### config.mk
export PLATFORM = sky130hd
export DESIGN_NAME = exmem_debug_reader
export DESIGN_NICKNAME = d
export VERILOG_FILES = /design/src/rtl/exmem_debug_reader.sv
export SDC_FILE = /design/constraint.sdc
export NUM_CORES = 1
export LEC_CHECK = 0
export CORE_AREA = 2 2 133 135
export CTS_BUF_LIST = sky130_fd_sc_hd__clkbuf_2 sky130_fd_sc_hd__clkbuf_4 sky130_fd_sc_hd__clkbuf_8
export DETAILED_ROUTE_END_ITERATION = 10
export DIE_AREA = 0 0 135 137
export PLACE_DENSITY = 0.67
export SYNTH_ARGS = -nofsm -noshare
export SYNTH_HDL_FRONTEND = slang
export SYNTH_SLANG_ARGS = --single-unit
### constraint.sdc
create_clock -name i_clk -period 3 [get_ports i_clk]
set_input_delay 0.75 -clock i_clk [delete_from_list [all_inputs] [get_ports i_clk]]
set_output_delay 0.75 -clock i_clk [all_outputs]
set_load 0.01 [all_outputs]
### src/rtl/exmem_debug_reader.sv
// rtl/exmem_debug_reader.sv - host command decoder and EX/MEM latch stepper/dumper
// A dump snapshots the latch once and then streams the 19-byte frame out of a shift register.
module exmem_debug_reader #(
  parameter int BITS_SIZE = 32,
  parameter int BITS_REGS = 5,
  parameter logic [7:0] CMD_RUN  = 8'h43,
  parameter logic [7:0] CMD_STEP = 8'h53,
  parameter logic [7:0] CMD_DUMP = 8'h44
) (
  input  logic                 i_clk,
  input  logic                 i_reset,
  input  logic                 i_cmd_valid,
  input  logic [7:0]           i_cmd,
  output logic                 o_cmd_ready,
  output logic                 o_cmd_err,
  output logic                 o_step,
  output logic                 o_halted,
  input  logic [BITS_SIZE-1:0] i_pc4,
  input  logic [BITS_SIZE-1:0] i_instruction,
  input  logic [BITS_SIZE-1:0] i_alu,
  input  logic [BITS_SIZE-1:0] i_register_2,
  input  logic [BITS_REGS-1:0] i_register_rd_dst,
  input  logic                 i_branch,
  input  logic                 i_neq_branch,
  input  logic                 i_mem_write,
  input  logic                 i_mem_read,
  input  logic                 i_zero,
  input  logic                 i_jal,
  input  logic [1:0]           i_datamem_size,
  input  logic [1:0]           i_data_load_size,
  input  logic                 i_mem_to_reg,
  input  logic                 i_register_write,
  input  logic                 i_zero_extend,
  input  logic                 i_lui,
  input  logic                 i_halt,
  output logic                 o_tx_valid,
  output logic [7:0]           o_tx_data,
  input  logic                 i_tx_ready
);

  localparam int FW = 4 * BITS_SIZE + 24;

  typedef enum logic [2:0] {S_IDLE, S_RUN, S_STEP, S_SNAP, S_DUMP} state_t;

  state_t        state;
  logic [FW-1:0] snap;
  logic [4:0]    idx;
  logic [FW-1:0] frame;

  assign o_cmd_ready = (state == S_IDLE);
  assign o_step      = ((state == S_RUN) && !i_halt) || (state == S_STEP);

  assign frame = {i_pc4, i_instruction, i_alu, i_register_2,
                  i_branch, i_neq_branch, i_mem_write, i_mem_read, i_datamem_size, i_zero, i_jal,
                  i_mem_to_reg, i_register_write, i_data_load_size, i_zero_extend, i_lui, i_halt, 1'b0,
                  3'b000, i_register_rd_dst};

  always_ff @(posedge i_clk) begin
    if (i_reset) begin
      state      <= S_IDLE;
      o_halted   <= 1'b0;
      o_cmd_err  <= 1'b0;
      o_tx_valid <= 1'b0;
      o_tx_data  <= 8'h00;
      idx        <= 5'd0;
      snap       <= '0;
    end else begin
      o_cmd_err <= 1'b0;
      case (state)
        S_IDLE: begin
          if (i_cmd_valid) begin
            case (i_cmd)
              CMD_RUN:  if (o_halted) o_cmd_err <= 1'b1; else state <= S_RUN;
              CMD_STEP: if (o_halted) o_cmd_err <= 1'b1; else state <= S_STEP;
              CMD_DUMP: state <= S_SNAP;
              default:  o_cmd_err <= 1'b1;
            endcase
          end
        end
        S_RUN: begin
          if (i_halt) begin
            o_halted <= 1'b1;
            state    <= S_IDLE;
          end
        end
        S_STEP: begin
          if (i_halt) o_halted <= 1'b1;
          state <= S_IDLE;
        end
        S_SNAP: begin
          // o_step is low here, so the latch holds still while it is captured
          snap       <= frame;
          o_tx_data  <= frame[FW-1 -: 8];
          o_tx_valid <= 1'b1;
          idx        <= 5'd0;
          state      <= S_DUMP;
        end
        S_DUMP: begin
          if (o_tx_valid && i_tx_ready) begin
            if (idx == 5'd18) begin
              o_tx_valid <= 1'b0;
              state      <= S_IDLE;
            end else begin
              idx       <= idx + 5'd1;
              snap      <= {snap[FW-9:0], 8'h00};
              o_tx_data <= snap[FW-9 -: 8];
            end
          end
        end
        default: state <= S_IDLE;
      endcase
    end
  end

endmodule

==> run metrics <==
sequential fraction of design power a little over half; DR WL/cell 15.5 um; post-cts resize count 0; final antenna diode count 0; fill count about 1,600; Hold Crit Class flip-flop to flip-flop; Async SR Flop Fraction 0%; worst setup path category primary input to output port; Switch Pwr 0.000902 W; wire length on met3 914 um; Post-synth EDFFs 0; Die Span Y 137 um; GRT Util Overall a little under a fifth; die width 135 um; gpl congestion 0.764; Mapped Nets 897; ys flop type dfxtp_1; WHS 0.481 ns; Area contributors post-synth dfxtp_1 (47%), nor2_1 (16%), o221a_1 (15%); CP startpoint kind primary input; synth-to-layout area growth 32.6%; post-synth top area cell dfxtp_1; switching share of power 22.5%; Leakage approximately 3.3 nW; Relative slew margins between 40 and 50%; final setup violation count 0; first-pass GRT wire length approximately 27,000 um; Critical Path Fanout Max 4; hpwl dp 10,800 um; Post-CTS Setup Inserts 0; Peak VDD IR 312 uV; Nets 1,032; synth warn 0; minimum clock period 2.79 ns; Least-Margin Pin Slew slightly below 0.8 ns; CTS max path bufs 2; met2 wire len 7710 um; Floorplan Core Area 17,100 um^2; Pint 0.00311 W; Vias/cell roughly 5.2; Synth Area per Inst 9.18 um^2; initial antenna violation count 0; TritonCTS Buffers 17; synth unique cells 39; fraction of layout cells with a size suffix above 1 11.6%; post-synthesis register bit count 160; top layer in use met4; Initial Util a little under 40%; post-synthesis sequential area ratio 47.5%; Die ar. roughly 18,000 um^2; Setup TNS 0 ns; crit end category output port; DR iter-0 viols 450; FMAX 358 MHz; power density cells 449 nW/um^2; Hold Vio Cnt, Final 0; vias in the first global route ~5,300; global route overflow 0; share of the synthesized area in the top cell type 47.5%; WL final 17,100 um; status finished, final reports clean; Vias 5,784; # rows 48; post-route design area 8950 um^2; hold buffers post-CTS 0; Worst Clk Skew between 0.01 and 0.015 ns; cell count after synthesis 735; max-cap violations 0; Sink Count between 150 and 200; CTS tree done; pin count of the biggest net entering global routing about 160; # DRC 0; Setup WS pre-CTS 0.210 ns; Area after DPL 8560 um^2; Port-buffer cells 172; IO Pins around 170; M1 WL 8310 um; drt pass-1 iters 5; later-pin clock latency in the skew report 0.45 ns; Clk pin slew, worst setup/hold paths 0.08 ns; Post-Syn Area 6750 um^2; RSZ-0062 raised after global routing no; combinational share of power a little under 8%; final cycle utilization of the critical path 93.1%; Final Worst Setup Slack 0.208 ns; root buffer cell clkbuf_8; Max Slew Vio Count 0; crit path DAT 2.04 ns; Clk pwr share 39.3%; worst endpoint required time 2.25 ns; CTS H-tree lvls 4; remaining antenna violation count 0
-- Yosys cell counts, types with 2 or more instances --
cell	instances
buf_1	3
nand4_1	3
buf_2	18
xor2_1	2
buf_6	10
o2111ai_1	2
ha_1	2
o221a_1	90
a21oi_1	11
a21boi_0	2
or3_1	2
nand2_1	15
o21ai_0	12
inv_1	3
clkbuf_1	36
nor3_1	4
dfxtp_1	160
nor2_1	285
mux2i_1	5
o221a_2	50
o31ai_1	2
-- layout by cell type (no fill, tap or decap), types with 2 or more instances in the layout --
master and count:
bufinv_16 2, nand2_1 15, xor2_1 2, a21oi_1 11, inv_1 3, nor2_1 285
buf_4 8, a21boi_0 2, or3_1 2, inv_6 2, buf_12 5, o31ai_1 2
nand4_1 3, o221a_2 50, clkinv_4 3, ha_1 2, dfxtp_1 160, mux2i_1 5
clkbuf_8 18, o21ai_0 12, clkinvlp_4 3, o221a_1 90, o2111ai_1 2, clkinv_2 2
clkdlybuf4s50_1 171, nor3_1 4
-- sequential cells by signal (all words and copies together), names as in the netlist --
register / flops
snap: 141
o_tx_data: 8
idx: 5
state: 3
o_cmd_err: 1
o_halted: 1
o_tx_valid: 1
-- through the flow --
step,util [%],total power [W],instances
after floorplan,-,0.00226,735
after global placement,50.2,0.00249,1076
after detailed placement,50.2,0.00249,1076
after CTS,52.5,0.00405,1107
after global routing,52.5,0.00417,1107
final,52.5,0.00401,1107
-- cell families (layout without fill, tap and decap cells) --
| kind of cell | Yosys count | after routing | synth area share (%) |
|---|---|---|---|
| AOI/OAI and AO/OA | 171 | 171 | 26.0 |
| xor gates and xnor gates | 2 | 2 | 0.260 |
| adders and majority gates | 2 | 2 | 0.371 |
| buffers and inverters | 71 | 218 | 5.45 |
| DFF | 160 | 160 | 47.5 |
| muxes | 6 | 6 | 0.909 |
| and+or+nand+nor | 323 | 323 | 19.5 |
-- power groups by stage --
stage	Combinational [W]	Clock [W]	Sequential [W]
6_report	0.000315	0.00158	0.00212
5_1_grt	0.000342	0.00171	0.00212
4_1_cts	0.000317	0.00161	0.00212
3_5_place_dp	0.000314	0	0.00217
3_3_place_gp	0.000315	0	0.00217
2_1_floorplan	0.0000830	0	0.00217
-- worst max-delay path: stages --
cell and delay [ns]:
clkdlybuf4s50_1 0.47, nor2_1 0.11, mux2i_1 0.07, nor2_1 0.10, clkdlybuf4s50_1 0.53
-- layout make-up --
type,count,area [um^2],share of cell area [%]
Clock buffer,19,255,2.85
Timing Repair Buffer,184,1870,20.9
Clock inverter,12,136,1.52
Inverter,3,11.3,0.126
Sequential cell,160,3200,35.8
Multi-Input combinational cell,504,3190,35.6
Tap cell,225,282,3.15
-- routing by layer --
layer / up-vias / global-route usage (%)
li1: 2928 / -
met1: 2690 / 26.7
met2: 151 / 27.5
met3: 15 / 4.59
met4: 0 / 5.15
met5: - / 0
-- path summary, 6_finish.rpt --
kind	cells after the start	slack [ns]	from	endpoint
worst max-delay path	5	0.21	i_halt	o_step
worst min-delay path	2	0.48	snap[1]	snap[1]
worst max register to register	7	0.92	state[0]	snap[104]
worst min register to register	2	0.48	snap[1]	snap[1]
Power figures use the tool's default switching activity.
